File: config.mk
export PLATFORM = sky130hd
export DESIGN_NAME = branch_commit_ctrl_flat
export DESIGN_NICKNAME = d
export VERILOG_FILES = /design/src/rtl/branch_commit_ctrl_if.sv /design/src/rtl/branch_commit_ctrl.sv /design/src/flat_wrapper.sv
export SDC_FILE = /design/constraint.sdc
export NUM_CORES = 1
export LEC_CHECK = 0
export CORE_ASPECT_RATIO = 0.75
export CORE_UTILIZATION = 45
export CTS_BUF_LIST = sky130_fd_sc_hd__clkbuf_2 sky130_fd_sc_hd__clkbuf_4 sky130_fd_sc_hd__clkbuf_8
export DETAILED_ROUTE_END_ITERATION = 8
export PLACE_DENSITY = 0.75
export SKIP_CTS_REPAIR_TIMING = 1
export SYNTH_ARGS = -nofsm -noshare
export SYNTH_HDL_FRONTEND = slang
export SYNTH_SLANG_ARGS = --single-unit
File: constraint.sdc
create_clock -name clk -period 7.5 [get_ports clk]
set_input_delay 2.25 -clock clk [delete_from_list [all_inputs] [get_ports clk]]
set_output_delay 2.25 -clock clk [all_outputs]
set_load 0.005 [all_outputs]
File: src/rtl/branch_commit_ctrl_if.sv
// req_if: valid/ready request channel between the commit ring and a
// commit controller.
//
// Handshake: the requester raises valid while its head entry wants to
// commit; the responder raises ready when it can take it. A transfer occurs
// on a rising clk edge where both valid and ready are high. valid may be
// held across cycles without a transfer.
//
// Signals:
//   valid - requester has an entry at head
//   ready - responder accepts the entry this cycle
interface req_if;
  logic valid;
  logic ready;

  modport source (output valid, input ready);
  modport sink   (input valid, output ready);
endinterface

File: src/rtl/branch_commit_ctrl.sv
// branch_commit_ctrl: commits branch entries at the head of the commit ring
// and drives misprediction recovery.
//
// In-order resolutions from the branch unit are buffered in a small FIFO of
// {miss, target}. The ring's branch commit request is granted whenever the
// FIFO has a head entry. Committing a mispredicted branch produces a
// one-cycle flush and PC redirect. Issue then stays stalled for
// FLUSH_CYCLES cycles in total, counting the flush cycle.
//
// Build option: define BRANCH_STATS_EN to instantiate the committed-branch
// and committed-mispredict counters. Without it both outputs read 0.
//
// Ports:
//   clk, reset         - clock; synchronous active-high reset
//   commit_req_b       - req_if sink: valid from ring, ready from this block
//   br_res_valid/ready - resolution handshake from the branch unit
//   br_res_miss        - resolution is a mispredict
//   br_res_target      - correct next PC for a mispredict
//   flush              - one-cycle pulse clearing speculative state
//   redirect_valid     - fetch loads redirect_pc this cycle
//   redirect_pc        - recovery PC (last latched target)
//   issue_stall        - blocks issue into the ring
//   stat_branches      - committed branch count
//   stat_misses        - committed mispredict count
//   dbg_state          - FSM state: 0 RUN, 1 FLUSH, 2 HOLD
//
// Handshakes: a transfer happens on a rising clk edge where valid and ready
// are both high. Every ready here depends only on registered state and
// occupancy, never on the matching valid.
module branch_commit_ctrl #(
  parameter int FIFO_WIDTH   = 2,
  parameter int PC_WIDTH     = 14,
  parameter int FLUSH_CYCLES = 2
) (
  input  logic                clk,
  input  logic                reset,
  req_if.sink                 commit_req_b,
  input  logic                br_res_valid,
  output logic                br_res_ready,
  input  logic                br_res_miss,
  input  logic [PC_WIDTH-1:0] br_res_target,
  output logic                flush,
  output logic                redirect_valid,
  output logic [PC_WIDTH-1:0] redirect_pc,
  output logic                issue_stall,
  output logic [31:0]         stat_branches,
  output logic [31:0]         stat_misses,
  output logic [1:0]          dbg_state
);

  localparam int DEPTH = 1 << FIFO_WIDTH;
  localparam logic [FIFO_WIDTH:0] FULL_COUNT = (FIFO_WIDTH + 1)'(DEPTH);
  localparam logic [FIFO_WIDTH:0] ONE_COUNT  = (FIFO_WIDTH + 1)'(1);
  // The hold counter only needs to hold FLUSH_CYCLES-2.
  localparam int CW = (FLUSH_CYCLES > 2) ? $clog2(FLUSH_CYCLES - 1) : 1;
  localparam logic [CW-1:0] HOLD_LOAD =
    (FLUSH_CYCLES > 1) ? CW'(FLUSH_CYCLES - 2) : '0;

  localparam logic [1:0] ST_RUN   = 2'd0;
  localparam logic [1:0] ST_FLUSH = 2'd1;
  localparam logic [1:0] ST_HOLD  = 2'd2;

  logic [1:0]            state_q, state_d;
  logic [CW-1:0]         hold_cnt_q;
  logic [PC_WIDTH:0]     mem [DEPTH];
  logic [FIFO_WIDTH-1:0] wr_ptr_q, rd_ptr_q;
  logic [FIFO_WIDTH:0]   count_q;
  logic [PC_WIDTH-1:0]   redirect_q;

  logic                  in_run, fifo_full, commit_ready;
  logic                  push, commit_fire;
  logic [PC_WIDTH:0]     head;
  logic                  head_miss;
  logic [PC_WIDTH-1:0]   head_target;

  assign in_run      = (state_q == ST_RUN);
  assign fifo_full   = (count_q == FULL_COUNT);
  assign head        = mem[rd_ptr_q];
  assign head_miss   = head[PC_WIDTH];
  assign head_target = head[PC_WIDTH-1:0];
  assign commit_fire = commit_req_b.valid && commit_ready;
  // Outside RUN resolutions are swallowed: they are all wrong-path.
  assign push        = br_res_valid && in_run && !fifo_full;

  assign commit_req_b.ready = commit_ready;
  assign redirect_pc        = redirect_q;
  assign dbg_state          = state_q;

  // FSM state register
  always_ff @(posedge clk) begin
    if (reset) state_q <= ST_RUN;
    else       state_q <= state_d;
  end

  // FSM next state
  always_comb begin
    state_d = state_q;
    case (state_q)
      ST_RUN:   if (commit_fire && head_miss) state_d = ST_FLUSH;
      ST_FLUSH: state_d = (FLUSH_CYCLES > 1) ? ST_HOLD : ST_RUN;
      ST_HOLD:  if (hold_cnt_q == '0) state_d = ST_RUN;
      default:  state_d = ST_RUN;
    endcase
  end

  // FSM outputs
  always_comb begin
    flush          = 1'b0;
    redirect_valid = 1'b0;
    issue_stall    = 1'b0;
    commit_ready   = 1'b0;
    br_res_ready   = 1'b1;
    case (state_q)
      ST_RUN: begin
        commit_ready = (count_q != '0);
        br_res_ready = !fifo_full;
      end
      ST_FLUSH: begin
        flush          = 1'b1;
        redirect_valid = 1'b1;
        issue_stall    = 1'b1;
      end
      ST_HOLD:  issue_stall = 1'b1;
      default: ;
    endcase
  end

  always_ff @(posedge clk) begin
    if (reset)                  hold_cnt_q <= '0;
    else if (state_q == ST_FLUSH) hold_cnt_q <= HOLD_LOAD;
    else if (state_q == ST_HOLD && hold_cnt_q != '0)
      hold_cnt_q <= hold_cnt_q - 1'b1;
  end

  // FIFO storage needs no reset; occupancy governs what is visible.
  always_ff @(posedge clk) begin
    if (push) mem[wr_ptr_q] <= {br_res_miss, br_res_target};
  end

  // The FLUSH cycle empties the FIFO: everything behind a mispredict is
  // wrong-path.
  always_ff @(posedge clk) begin
    if (reset || state_q == ST_FLUSH) begin
      wr_ptr_q <= '0;
      rd_ptr_q <= '0;
      count_q  <= '0;
    end else begin
      if (push)        wr_ptr_q <= wr_ptr_q + 1'b1;
      if (commit_fire) rd_ptr_q <= rd_ptr_q + 1'b1;
      case ({push, commit_fire})
        2'b10:   count_q <= count_q + ONE_COUNT;
        2'b01:   count_q <= count_q - ONE_COUNT;
        default: count_q <= count_q;
      endcase
    end
  end

  always_ff @(posedge clk) begin
    if (reset)                         redirect_q <= '0;
    else if (commit_fire && head_miss) redirect_q <= head_target;
  end

`ifdef BRANCH_STATS_EN
  logic [31:0] branches_q, misses_q;

  always_ff @(posedge clk) begin
    if (reset) begin
      branches_q <= '0;
      misses_q   <= '0;
    end else if (commit_fire) begin
      branches_q <= branches_q + 32'd1;
      if (head_miss) misses_q <= misses_q + 32'd1;
    end
  end

  assign stat_branches = branches_q;
  assign stat_misses   = misses_q;
`else
  assign stat_branches = '0;
  assign stat_misses   = '0;
`endif

endmodule

File: src/flat_wrapper.sv
// flat-port wrapper written by rule: the top's interface ports become plain ports
module branch_commit_ctrl_flat 
#(
  parameter int FIFO_WIDTH   = 2,
  parameter int PC_WIDTH     = 14,
  parameter int FLUSH_CYCLES = 2
)
  (clk, reset, br_res_valid, br_res_ready, br_res_miss, br_res_target, flush, redirect_valid, redirect_pc, issue_stall, stat_branches, stat_misses, dbg_state, commit_req_b_valid, commit_req_b_ready);
  req_if commit_req_b_i ();
  input  logic clk;
  input  logic reset;
  input  logic br_res_valid;
  output logic br_res_ready;
  input  logic br_res_miss;
  input  logic [PC_WIDTH-1:0] br_res_target;
  output logic flush;
  output logic redirect_valid;
  output logic [PC_WIDTH-1:0] redirect_pc;
  output logic issue_stall;
  output logic [31:0] stat_branches;
  output logic [31:0] stat_misses;
  output logic [1:0] dbg_state;
  input wire logic [$bits(commit_req_b_i.valid)-1:0] commit_req_b_valid;
  output wire logic [$bits(commit_req_b_i.ready)-1:0] commit_req_b_ready;
  assign commit_req_b_i.valid = commit_req_b_valid;
  assign commit_req_b_ready = commit_req_b_i.ready;
  branch_commit_ctrl #(.FIFO_WIDTH(FIFO_WIDTH), .PC_WIDTH(PC_WIDTH), .FLUSH_CYCLES(FLUSH_CYCLES)) u_core (.clk(clk), .reset(reset), .commit_req_b(commit_req_b_i), .br_res_valid(br_res_valid), .br_res_ready(br_res_ready), .br_res_miss(br_res_miss), .br_res_target(br_res_target), .flush(flush), .redirect_valid(redirect_valid), .redirect_pc(redirect_pc), .issue_stall(issue_stall), .stat_branches(stat_branches), .stat_misses(stat_misses), .dbg_state(dbg_state));
endmodule
# == Word-level counts from Yosys, hierarchy flattened ==
# Memory sizes are Yosys's and may differ from the RTL's. A register that Yosys moved wholly into a read port is not among the register bits.
# Cells that the tools add are included.
# op_classes
mux,12
reduce_logical,13
eq_ne,7
n_addsub,5
# ops
op,count
two-way mux 2 bit,4
two-way mux 1 bit,6
one-hot mux 2 bit (3 select lines),1
one-hot mux 3 bit (2 select lines),1
logical AND 1 bit,5
adder 2 x 1 -> 2 bit (second input constant),2
equality test 2 x 1 -> 1 bit (second input constant),2
equality test 2 bit (second input constant),2
!= test 2 bit (second input constant),2
OR reduction 2 bit,2
adder 3 x 1 -> 3 bit (second input constant),1
equality test 3 bit (second input constant),1
nonzero test 3 bit,1
subtractor 3 x 1 -> 3 bit (second input constant),1
logical NOT 2 bit,1
AND reduction 2 bit,1
nonzero test 2 bit,1
logical NOT 1 bit,1
logical OR 1 bit,1
subtractor 1 bit (second input constant),1
# totals
wordCells,44
ramBits,60
regBits,24
mem_count,1
input_bits,19
# mem_list
memory,words,word_bits,rd,rd_ports_with_merged_regs,wr,line_no,rtl
u_core.mem,4,15,1,1,1,branch_commit_ctrl.sv:65,logic [PC_WIDTH:0] mem [DEPTH];

# == Depth between registers and ports, before layout ==
# Gate-level depths: netlist (run 1).
# logic_depth
ltp_word,6
ltp_mapped,11

# == Worst setup path before layout (run 1) ==
# No wires, ideal clock.
# synth_path
path_type,input-to-reg
start,in commit_req_b_valid
end,reg u_core.count_q[2]
path_buffers,1
required_ns,7.430
setup_time_ns,0.070
stages,9
path_slack_ns,3.488
arrival_time_ns,3.942
cell_sequence,o311ai_2 -> inv_2 -> clkbuf_1 -> ha_1 -> inv_1 -> fa_1 -> xor2_1 -> or3_1 -> a21oi_1
# synth_via
elab_chain_len,3
elab_cells_between_ends,5
classes_between,eq/ne (2); mux (1); reduce/logical (2)
# synth_lines
element,line_no,rtl
"start, declared",flat_wrapper.sv:23,input wire logic [$bits(commit_req_b_i.valid)-1:0] commit_req_b_valid;
logical AND 1 bit (*),branch_commit_ctrl.sv:81,assign commit_fire = commit_req_b.valid && commit_ready;
via u_core.commit_fire,branch_commit_ctrl.sv:71,"logic push, commit_fire;"
equality test 2 x 1 -> 1 bit or equality test 2 bit (tied branches),branch_commit_ctrl.sv:150,"case ({push, commit_fire})"
one-hot mux 3 bit (2 select lines) or nonzero test 2 bit (tied branches),n/a,
"end signal, assigned",branch_commit_ctrl.sv:151,2'b10: count_q <= count_q + ONE_COUNT;
"end signal, assigned",branch_commit_ctrl.sv:152,2'b01: count_q <= count_q - ONE_COUNT;
"end signal, assigned",branch_commit_ctrl.sv:153,default: count_q <= count_q;
"end, declared",branch_commit_ctrl.sv:67,logic [FIFO_WIDTH:0] count_q;
# Mark *: on every way through the listed nets, which the timed path passes. The rest lies on a longest branch.
# A chain may end at the register's enable or synchronous reset.

# == Final worst setup path (run 1) ==
# layout_path
start,in commit_req_b_valid
end,reg u_core.count_q[2]
# layout_via
elab_chain_len,3
elab_cells_between_ends,5
classes_between,eq/ne (2); mux (1); reduce/logical (2)
# layout_lines
element,line_no
logical AND 1 bit (*),branch_commit_ctrl.sv:81
equality test 2 x 1 -> 1 bit or equality test 2 bit (tied branches),branch_commit_ctrl.sv:150
one-hot mux 3 bit (2 select lines) or nonzero test 2 bit (tied branches),n/a
# Every way passes the cells marked *; elsewhere a longest branch is shown, timed or not.

==> results of run 1 <==
==> power groups by stage <==
stage          Clock, mW  Sequential (mW)  Combinational [mW]
2_1_floorplan          0            0.616               0.276
3_3_place_gp           0            0.637               0.324
3_5_place_dp           0            0.642               0.334
4_1_cts            0.316            0.631               0.336
5_1_grt            0.337            0.640               0.367
6_report           0.312            0.629               0.335
==> routing by layer <==
metal  track usage  routed length, µm  vias up
met2        0.2205               2892       88
met5             0                  0        -
met4       0.05160                 97        0
met1        0.1916               3057     1007
met3       0.04648                336        8
li1              -                  -     1006
==> cells in the mapped netlist (2+ instances only) <==
| master | number |
|---|---|
| mux4_1 | 4 |
| inv_1 | 10 |
| a21oi_2 | 14 |
| o221ai_1 | 2 |
| edfxtp_1 | 60 |
| nor2_1 | 5 |
| nand2_1 | 8 |
| nand3_1 | 16 |
| or3_1 | 2 |
| and3_1 | 6 |
| ha_1 | 9 |
| dfxtp_1 | 26 |
| a31oi_1 | 2 |
| a2111o_1 | 2 |
| buf_4 | 65 |
| xor2_1 | 2 |
| a21bo_1 | 14 |
| mux4_2 | 11 |
| buf_6 | 3 |
| o21ai_0 | 4 |
| a21oi_1 | 8 |
| nor3b_1 | 2 |
| clkbuf_1 | 7 |
| buf_2 | 2 |
==> flip-flops by register name, summed over array words and instances (netlist names), named ones only <==
name / cells
u_core.wr_ptr_q: 2
u_core.rd_ptr_q: 2
u_core.hold_cnt_q: 1
u_core.mem: 60
u_core.count_q: 3
u_core.redirect_pc: 14
u_core.dbg_state: 2
==> worst max-delay path: cells and delay by family <==
kind	cells	cell delay, ns
buf+inv	3	0.95
fa+ha+maj	2	0.66
xor+xnor	1	0.16
compound gates	2	0.28
simple gates	1	0.31
==> kinds of logic after synthesis <==
group / synth area share
AOI/OAI and AO/OA: 0.09694
xor gates and xnor gates: 0.004336
adders and majority gates: 0.03283
buffers and inverters: 0.1483
DFF: 0.5748
muxes: 0.08733
other: 0.0009282
and+or+nand+nor: 0.05451
==> layout make-up <==
class | count | area, µm² | area share
Sequential cell | 86 | 2322 | 0.5233
Multi-Input combinational cell | 181 | 1355 | 0.3053
Clock buffer | 10 | 131.4 | 0.02960
Tap cell | 108 | 135.1 | 0.03045
Inverter | 11 | 41.29 | 0.009304
Clock inverter | 6 | 62.56 | 0.01410
Timing Repair Buffer | 39 | 390.4 | 0.08796
==> how the worst max path moves through the flow <==
stage,end,from,depth (start not counted)
after floorplan,u_core.count_q[2]$_SDFFE_PP0P_,commit_req_b_valid,9
after global placement,u_core.count_q[2]$_SDFFE_PP0P_,commit_req_b_valid,9
after detailed placement,u_core.count_q[2]$_SDFFE_PP0P_,commit_req_b_valid,9
after CTS,u_core.count_q[2]$_SDFFE_PP0P_,commit_req_b_valid,9
after global routing,u_core.count_q[2]$_SDFFE_PP0P_,commit_req_b_valid,9
final,u_core.count_q[2]$_SDFFE_PP0P_,commit_req_b_valid,9
==> per-stage QoR <==
| step | instance area [µm²] | total power [mW] | utilization | setup slack, ns | hold WS, ns |
|---|---|---|---|---|---|
| 5_1_grt | 4438 | 1.344 | 0.5161 | 3.012 | 0.5330 |
| 2_1_floorplan | 4277 | 0.8927 | - | 3.488 | 0.4544 |
| 3_3_place_gp | 4244 | 0.9613 | 0.4935 | 2.899 | 0.4642 |
| 4_1_cts | 4438 | 1.283 | 0.5161 | 3.191 | 0.5062 |
| 6_report | 4438 | 1.276 | 0.5161 | 3.172 | 0.5033 |
| 3_5_place_dp | 4244 | 0.9761 | 0.4935 | 2.827 | 0.4968 |
==> impl_metrics.yaml, run 1 <==
global_route:
  grt_pass1_wl_um: 10160
  grt_max_degree: 34
  overflow: 0
  grt_pass1_vias: 1935
  gr-usage-all-layers: 0.1437
  antenna_found_initial: 0
run_status:
  violations: "design-rule violations"
  status: "complete, but fails checks"
timing:
  hold_viol: 0
  fmax_mhz: 231.1
  setup_tns_ns: 0
  rsz0062_at_grt: "false"
  skew_ns: 0.006508
  drv_slew: 0
  setup_viol: 0
  relSlewSlack: 0.3456
  worstMarginPinSlew_ns: 0.9786
  layout_min_cycle_time_ns: 4.328
  finalCritPeriodShare: 0.5770
logic_synthesis:
  yosys_warnings: 0
  yosysSeqAreaShare: 0.5748
  syn_avg_cell_area_um2: 13.84
  synthArstFlopShare: 0
  synth-edff-count: 60
  synth_cell_types: 32
  synth_cells: 292
  synth_area_leaders: "edfxtp_1, dfxtp_1, buf_4"
  synth_top_area_cell: "edfxtp_1"
  synth_top_area_frac: 0.4460
  ys_ff_latch: 86
  syn_area_mm2: 0.004040
  synth_ff_type: "edfxtp_1"
route:
  via_per_inst: 4.782
  wl_per_cell_um: 14.47
  vias: 2109
  drt_iter0_drc: 143
  drt_wl_total_um: 6383
  drtAntennaViolNets: 0
  drc: 30
  dr.pass1.iters: 7
power:
  combinationalPowerShare: 0.263
  power_frac_seq: 0.493
  swShare: 0.2995
  netSwitchingPower_mw: 0.3822
  intPower_mw: 0.8938
  cellPowerDensity_mw_per_mm2: 287.5
  static-leakage-power_nw: 1.569
  p_clk_frac: 0.244
  ir_drop_mv: 0.1171
cells_and_area:
  final_cell_mix: "conb_1, edfxtp_1, clkdlybuf4s50_1"
  drive_gt1_frac: 0.1291
  n_antenna_cell: 0
  final_common_cell: "conb_1"
  fin_nets: 357
  fin_cells: 441
  n_fill_cell: 685
  area_growth_pct: 9.848
clocking:
  cts_sinks: 86
  clockBufferDepth: 2
  cts_buffers: 9
  path_clk_slew_ns: 0.08
  clock_latency_ns: 0.35
  tritoncts: "done"
  root_buffer: "clkbuf_8"
  htreeDepth: 3
worst_setup_path:
  cp-end-kind: "flop"
  start_kind: "primary input"
  critPathMaxStageDelay_ns: 0.47
  rrSetupSlack_ns: 4.74
  critPathArrivalTime_ns: 4.61
  slowest_stage: "clkdlybuf4s50_1"
  path_class: "in2reg"
  r2r_start: "u_core.dbg_state[1]$_SDFFE_PP0P_"
  crit_fanout: 33
  timing.rr.end: "u_core.count_q[2]$_SDFFE_PP0P_"
  crit_path_cell_trace: "clkdlybuf4s50_1 -> o311ai_2 -> inv_2 -> ha_1 -> inv_1 -> fa_1 -> xor2_1 -> or3_1 -> a21oi_1"
  rr_worst_depth: 10
  required_ns: 7.78
floorplanning:
  rows: 29
  die_h_um: 84.06
  initial_core_util: 0.4698
  fp.dieW_um: 111.4
  core_mm2: 0.008600
  num_io_pins: 104
  die_area_mm2: 0.009365
hold_path:
  whs_path_depth: 2
  hold_path.startpoint: "u_core.rd_ptr_q[0]$_SDFFE_PP0P_"
  hold_path.class: "reg2reg"
placement:
  hpwl_um: 4376
  dpl.cell_count: 425
  port_buffers: 39
  globalplace.congestion: 0.8069
job:
  drv_cap: 0
Power figures use the tool's default switching activity.
==> inputs of run 2 (changes only) <==
==> constraint.sdc (replaced) <==
create_clock -name clk -period 4.2 [get_ports clk]
set_input_delay 1.26 -clock clk [delete_from_list [all_inputs] [get_ports clk]]
set_output_delay 1.26 -clock clk [all_outputs]
set_load 0.005 [all_outputs]
==> impl_metrics.yaml, run 2 (synthesized netlist as in run 1, its figures left out) <==
run_status:
  status: "complete, but fails checks"
  violations: "design-rule violations"
power:
  p_clk_frac: 0.234
  ir_drop_mv: 0.1724
  netSwitchingPower_mw: 0.6705
  total_power_mw: 2.256
  power_frac_seq: 0.488
  swShare: 0.2973
  intPower_mw: 1.585
  cellPowerDensity_mw_per_mm2: 506.5
  static-leakage-power_nw: 1.589
  combinationalPowerShare: 0.278
worst_setup_path:
  rr_worst_depth: 10
  required_ns: 2.94
  crit_top_cell: "inv_1"
  critPathMaxStageDelay_ns: 0.50
  worst-path-buf-inv: 3
  critPathTopFamily: "buffers and inverters"
  start_kind: "flop"
  crit_path_cell_trace: "inv_1 -> ha_1 -> inv_1 -> nor2_1 -> clkdlybuf4s50_1"
  critPathArrivalTime_ns: 1.87
  crit_fanout: 5
  path_class: "reg2out"
  cp-end-kind: "output pin"
  slowest_stage: "clkdlybuf4s50_1"
  crit_cells: 5
route:
  vias: 2148
  drt_iter0_drc: 171
  dr.pass1.iters: 6
  drtAntennaViolNets: 0
  drt_wl_total_um: 6338
  via_per_inst: 4.838
  wl_per_cell_um: 14.27
  drc: 30
cells_and_area:
  top_register: "u_core.mem"
  fin_cells: 444
  fin_nets: 360
  drive_gt1_frac: 0.1369
  area_growth_pct: 10.22
  largest_register_ffs: 60
  final_common_cell: "conb_1"
  fin_area_mm2: 0.004453
  final_cell_mix: "conb_1, edfxtp_1, clkdlybuf4s50_1"
  n_antenna_cell: 0
floorplanning:
  die_h_um: 84.06
  num_io_pins: 104
  initial_core_util: 0.4698
  rows: 29
  die_area_mm2: 0.009365
  fp.dieW_um: 111.4
  core_mm2: 0.008600
clocking:
  tritoncts: "done"
  clock_latency_ns: 0.35
  clockBufferDepth: 2
  cts_buffers: 9
  htreeDepth: 3
  path_clk_slew_ns: 0.08
  root_buffer: "clkbuf_8"
  cts_sinks: 86
placement:
  globalplace.congestion: 0.7703
  port_buffers: 39
  place_area_mm2: 0.004267
  dpl.cell_count: 428
  hpwl_um: 4410
timing:
  setup_tns_ns: 0
  layout_min_cycle_time_ns: 3.134
  fmax_mhz: 319.1
  relSlewSlack: 0.4655
  rsz0062_at_grt: "false"
  setup_viol: 0
  worstMarginPinSlew_ns: 0.8018
  finalCritPeriodShare: 0.7461
  hold_viol: 0
  skew_ns: 0.004946
  drv_slew: 0
global_route:
  grt_pass1_vias: 1923
  grt_max_degree: 33
  gr-usage-all-layers: 0.1438
  overflow: 0
  grt_pass1_wl_um: 9998
  antenna_found_initial: 0
hold_path:
  hold_path.class: "reg2reg"
  whs_path_depth: 2
job:
  drv_cap: 0
[run 2: cell count changes in the layout (fill, tap and decap cells not counted)]
cell | previous run | this run
buf_4 | 0 | 3
bufinv_16 | 1 | 0
clkbuf_4 | 1 | 2
clkbuf_8 | 9 | 11
clkinvlp_2 | 1 | 0
clkinvlp_4 | 3 | 2
[run 2: area by class of cell]
type,count,area (µm²)
sequential,86,2322
timing repair buffer,42,412.9
clock inverter,3,20.02
tap,108,135.1
fill,722,4146
inverter,11,41.29
clock buffer,13,166.4
multi-input combinational,181,1355
[run 2: tightest hold or removal path: cells and delay by family, from the launching register on]
kind               cells  cell delay, ns
DFF                    1            0.32
and+or+nand+nor        1            0.07
AOI/OAI and AO/OA      1            0.06
[run 2: path summary, 6_finish.rpt]
| kind | from | to | slack (ns) |
|---|---|---|---|
| hold / removal | u_core.rd_ptr_q[0]$_SDFFE_PP0P_ | flop | 0.49 |
| setup reg to reg | u_core.dbg_state[0]$_SDFFE_PP0P_ | u_core.count_q[2]$_SDFFE_PP0P_ | 1.84 |
| setup / recovery | u_core.dbg_state[0]$_SDFFE_PP0P_ | commit_req_b_ready | 1.07 |
| hold reg to reg | u_core.rd_ptr_q[0]$_SDFFE_PP0P_ | flop | 0.49 |
[run 2: power groups by stage]
stage,clock (mW),combinational (mW),sequential [mW]
5_1_grt,0.571,0.697,1.11
4_1_cts,0.540,0.631,1.10
3_3_place_gp,0,0.613,1.11
6_report,0.527,0.628,1.10
2_1_floorplan,0,0.494,1.10
3_5_place_dp,0,0.629,1.12
[run 2: metal layers]
metal  up-vias  track usage  wire length [µm]  part of all wire
met5         -            0                 0                 0
met4         0      0.04423                79             0.012
met3         7      0.04938               355             0.056
met2        89       0.2227              2835              0.45
met1      1037       0.1909              3068              0.48
li1       1015            -                 -                 -
[run 2: through the flow]
step	hold slack, ns	util	worst slack, ns
after floorplan	0.4544	-	1.178
after global placement	0.4673	0.4961	0.9996
after detailed placement	0.4795	0.4961	0.9146
after CTS	0.4921	0.5178	1.041
after global routing	0.5218	0.5178	0.9526
final	0.4901	0.5178	1.066
==> inputs of run 3 (changes only) <==
==> constraint.sdc (replaced) <==
create_clock -name clk -period 2.9 [get_ports clk]
set_input_delay 0.87 -clock clk [delete_from_list [all_inputs] [get_ports clk]]
set_output_delay 0.87 -clock clk [all_outputs]
set_load 0.005 [all_outputs]
==> impl_metrics.yaml, run 3 (synthesized netlist as in run 1, its figures left out) <==
run_status:
  status: "complete, but fails checks"
  violations: "design-rule violations"
hold_path:
  hold_path.startpoint: "u_core.rd_ptr_q[0]$_SDFFE_PP0P_"
  hold_path.class: "reg2reg"
global_route:
  antenna_found_initial: 0
  grt_pass1_vias: 1911
  overflow: 0
  top_usage_layer: "met2"
  grtUsageMet1: 0.1952
  gr-usage-all-layers: 0.1400
  grt_max_degree: 33
  grt_pass1_wl_um: 9839
  use_met3: 0.04285
  gr-usage-met2: 0.2074
cells_and_area:
  drive_gt1_frac: 0.1466
  area_growth_pct: 11.40
  fin_nets: 365
  final_cell_mix: "conb_1, edfxtp_1, clkdlybuf4s50_1"
  n_fill_cell: 707
  final_common_cell: "conb_1"
  fin_area_mm2: 0.004501
  top_register: "u_core.mem"
  n_antenna_cell: 0
  largest_register_ffs: 60
worst_setup_path:
  cp-end-kind: "output pin"
  crit_fanout: 5
  cp-startpoint: "u_core.dbg_state[1]$_SDFFE_PP0P_"
  critPathArrivalTime_ns: 1.91
  r2r_start: "u_core.dbg_state[1]$_SDFFE_PP0P_"
  start_kind: "flop"
  path_class: "reg2out"
  required_ns: 2.03
floorplanning:
  fp.dieW_um: 111.4
  initial_core_util: 0.4698
  core_mm2: 0.008600
  die_h_um: 84.06
  num_io_pins: 104
  rows: 29
  die_area_mm2: 0.009365
route:
  via_per_inst: 4.766
  wl_per_cell_um: 13.89
  vias: 2140
  drtAntennaViolNets: 0
  drc: 30
  drt_wl_total_um: 6235
  dr.pass1.iters: 7
  drt_iter0_drc: 177
timing:
  rsz0062_at_grt: "false"
  worstMarginPinSlew_ns: 0.5378
  relSlewSlack: 0.6414
  layout_min_cycle_time_ns: 2.781
  finalCritPeriodShare: 0.9591
  hold_viol: 0
  setup_tns_ns: 0
  drv_slew: 0
  skew_ns: 0.01268
  fmax_mhz: 359.5
  setup_viol: 0
power:
  intPower_mw: 2.331
  power_frac_seq: 0.475
  cellPowerDensity_mw_per_mm2: 742.4
  swShare: 0.3022
  netSwitchingPower_mw: 1.010
  combinationalPowerShare: 0.278
  p_clk_frac: 0.247
  static-leakage-power_nw: 1.621
  ir_drop_mv: 0.2624
clocking:
  root_buffer: "clkbuf_8"
  cts_buffers: 9
  path_clk_slew_ns: 0.09
  tritoncts: "done"
  clockBufferDepth: 2
  htreeDepth: 3
  cts_sinks: 86
  clock_latency_ns: 0.36
placement:
  port_buffers: 39
  place_area_mm2: 0.004304
  globalplace.congestion: 0.7774
  hpwl_um: 4216
job:
  drv_cap: 0
[run 3: changes by cell type in the layout (fill, tap and decap cells not counted)]
cell        previous run  this run
buf_4                  3         8
clkbuf_4               2         0
clkbuf_8              11         9
inv_6                  0         2
bufinv_16              0         1
clkinv_1               0         1
clkinv_4               0         1
clkinvlp_4             2         1
[run 3: power groups by stage]
stage | combinational, mW | clock [mW] | sequential [mW]
2_1_floorplan | 0.715 | 0 | 1.59
3_3_place_gp | 0.908 | 0 | 1.60
3_5_place_dp | 0.927 | 0 | 1.61
4_1_cts | 0.933 | 0.839 | 1.59
5_1_grt | 1.02 | 0.893 | 1.61
6_report | 0.929 | 0.826 | 1.59
[run 3: final cells by class]
| type | instances | area (µm²) | share of cell area |
|---|---|---|---|
| clock buffers | 9 | 123.9 | 0.02752 |
| clock inverters | 7 | 72.57 | 0.01612 |
| inverters | 11 | 41.29 | 0.009174 |
| multi-input cells | 181 | 1355 | 0.3011 |
| flip-flops and latches | 86 | 2322 | 0.5160 |
| well taps | 108 | 135.1 | 0.03003 |
| repair buffers | 47 | 450.4 | 0.1001 |
[run 3: worst max-delay path: stages (launching register included)]
cell and delay (ns):
dfxtp_1 0.35, inv_1 0.14, ha_1 0.30, inv_1 0.14, nor2_1 0.12, clkdlybuf4s50_1 0.50
[run 3: final timing paths]
path         cells after the start                               to  slack (ns)
max                              5               commit_req_b_ready        0.12
min                              2  u_core.rd_ptr_q[0]$_SDFFE_PP0P_        0.51
max reg2reg                     10   u_core.count_q[2]$_SDFFE_PP0P_        0.53
min reg2reg                      2  u_core.rd_ptr_q[0]$_SDFFE_PP0P_        0.51
[run 3: routing by layer]
layer / vias to the layer above / share of wire / routed length, µm
met5: - / 0 / 0
met4: 0 / 0.013 / 79
met2: 90 / 0.45 / 2788
met3: 9 / 0.053 / 330
li1: 1018 / - / -
met1: 1023 / 0.49 / 3036
[run 3: through the flow]
step	hold WS [ns]	power (mW)	setup slack, ns	cells	util
after global placement	0.4708	2.512	0.08987	433	0.5005
after global routing	0.5146	3.523	0.001410	449	0.5234
after floorplan	0.4544	2.309	0.2676	355	-
after CTS	0.5026	3.360	0.1179	449	0.5234
after detailed placement	0.4916	2.542	0.01051	433	0.5005
final	0.5054	3.341	0.1185	449	0.5234
==> RTL edit (flow settings as in run 2) <==
The option `BRANCH_STATS_EN` is turned on by a define.
--- a/src/rtl/branch_commit_ctrl.sv
+++ b/src/rtl/branch_commit_ctrl.sv
@@ -29,2 +29,4 @@
 // occupancy, never on the matching valid.
+`define BRANCH_STATS_EN
+
 module branch_commit_ctrl #(
Check against the original RTL: not equivalent (Yosys sat finds a counterexample within 4 cycles, from zero or initial values and one cycle with reset high).
==> RTL edit against run 2 <==
- die area grew 52%
- cell area grew 75%
- wire length up 110%
- worst setup slack got worse by 0.053 ns
- global-route usage is 5.4 points higher
- critical path depth up 4
- area after synthesis is 54% higher
- synthesized cell count rose by 89%
- combinational power is 12% higher
- sequential cell count grew 64
- total power up 61%
- critical endpoint is now u_core.count_q[2]
- largest power group unchanged
==> RTL edit: results (changes against run 2) <==
{
  "synth-adder-area-share": {"value": 2.538, "unit": "%", "change": "-0.74 points"},
  "routabilityCongestion": {"value": 0.8598, "change": "+12%"},
  "crit_fanout": {"value": 13, "change": "+8"},
  "detailedRoute.firstIterationViolations": {"value": 294, "change": "+72%"},
  "layout.nets": {"value": 684, "change": "+90%"},
  "dp_cells": {"value": 805, "change": "+88%"},
  "synth_sequential_area_ratio": {"value": 58.02, "unit": "%", "change": "+0.54 points"},
  "tightest_slew": {"value": 0.8075, "unit": "ns", "change": "+0.005707 ns"},
  "synth_compound_area_share": {"value": 3.445, "unit": "%", "change": "-6.2 points"},
  "grt_max_degree": {"value": 39, "change": "+18%"},
  "instances_no_fill": {"value": 837, "change": "+89%"},
  "totalWireLength": {"value": 13350, "unit": "um", "change": "+110%"},
  "track_usage": {"value": 19.78, "unit": "%", "change": "+5.4 points"},
  "netlist_top_cells_area": "sky130_fd_sc_hd__dfxtp_1, sky130_fd_sc_hd__edfxtp_1, sky130_fd_sc_hd__mux4_2",
  "clock_tree.htree_level_count": {"value": 4, "change": "+1"},
  "via_count_of_the_first_global_routing_pass": {"value": 4324, "change": "+120%"},
  "detail_route.first_pass.iterations": {"value": 4, "change": "-2"},
  "quantity_of_i_o_buffers_inserted_on_ports": {"value": 103, "change": "+160%"},
  "status": "completed",
  "synth.distinct_cells": {"value": 40, "change": "+25%"},
  "synth.mux.area_fraction": {"value": 5.923, "unit": "%", "change": "-2.8 points"},
  "synth_xor_area_share": {"value": 8.320, "unit": "%", "change": "+7.9 points"},
  "postSynth.topFlopCell": "sky130_fd_sc_hd__dfxtp_1",
  "irDropWorstVdd": {"value": 0.2549, "unit": "mV", "change": "+48%"},
  "total_switching_power": {"value": 1.003, "unit": "mW", "change": "+50%"},
  "filler_cells": {"value": 1107, "change": "+53%"},
  "leakage": {"value": 2.527, "unit": "nW", "change": "+59%"},
  "drive_gt1_share": {"value": 9.159, "unit": "%", "change": "-4.5 points"}
}
[RTL edit: critical path: stages]
cell and delay, ns:
sky130_fd_sc_hd__clkdlybuf4s50_1 0.48, sky130_fd_sc_hd__o311ai_2 0.16, sky130_fd_sc_hd__inv_1 0.37, sky130_fd_sc_hd__ha_1 0.26
sky130_fd_sc_hd__inv_1 0.06, sky130_fd_sc_hd__fa_1 0.37, sky130_fd_sc_hd__xor2_1 0.16, sky130_fd_sc_hd__or3_1 0.31
sky130_fd_sc_hd__a21oi_1 0.14
[RTL edit: area by class of cell]
type | instances | area, um2 | share of cell area, %
timing repair buffer | 107 | 1056 | 13.55
inverter | 14 | 52.55 | 0.6744
clock buffer | 20 | 256.5 | 3.292
clock inverter | 12 | 167.7 | 2.152
multi-input combinational | 363 | 2442 | 31.34
tap | 171 | 214.0 | 2.746
sequential | 150 | 3603 | 46.24
[RTL edit: cell families (layout without fill, tap and decap cells)]
| logic type | count (synthesis) | after routing |
|---|---|---|
| AOI/OAI and AO/OA | 37 | 37 |
| and+or+nand+nor | 237 | 237 |
| DFF | 150 | 150 |
| adders and majority gates | 12 | 12 |
| buffers and inverters | 38 | 153 |
| xor gates and xnor gates | 59 | 59 |
| muxes | 18 | 18 |
[RTL edit: path summary, 6_finish.rpt]
path	from	endpoint	slack [ns]
max	commit_req_b_valid	u_core.count_q[2]	1.01
min	u_core.redirect_pc[3]	u_core.redirect_pc[3]	0.46
min reg2reg	u_core.redirect_pc[3]	u_core.redirect_pc[3]	0.46
max reg2reg	u_core.dbg_state[1]	u_core.count_q[2]	1.52
[RTL edit: metrics by stage]
| step | cell area (um2) | setup WS [ns] |
|---|---|---|
| finish | 7792 | 1.013 |
| global route | 7792 | 0.8822 |
| CTS | 7792 | 0.9792 |
| detailed placement | 7368 | 0.5573 |
| global placement | 7368 | 0.6100 |
| floorplan | 6211 | 1.265 |
[RTL edit: per-layer routing]
metal  track usage, %  vias to the layer above  share of wire [%]
met5                0                        -                  0
met4            8.556                        0                1.7
met3            5.140                       20                5.2
met2            30.80                      124                 48
met1            25.84                     2155                 45
li1                 -                     2168                  -
[RTL edit: power groups by stage]
stage	Combinational, mW	Sequential, mW	Clock [mW]
6_report	0.703	1.76	1.18
4_1_cts	0.712	1.76	1.20
3_3_place_gp	0.688	1.78	0
2_1_floorplan	0.463	1.77	0
3_5_place_dp	0.710	1.79	0
5_1_grt	0.771	1.77	1.26
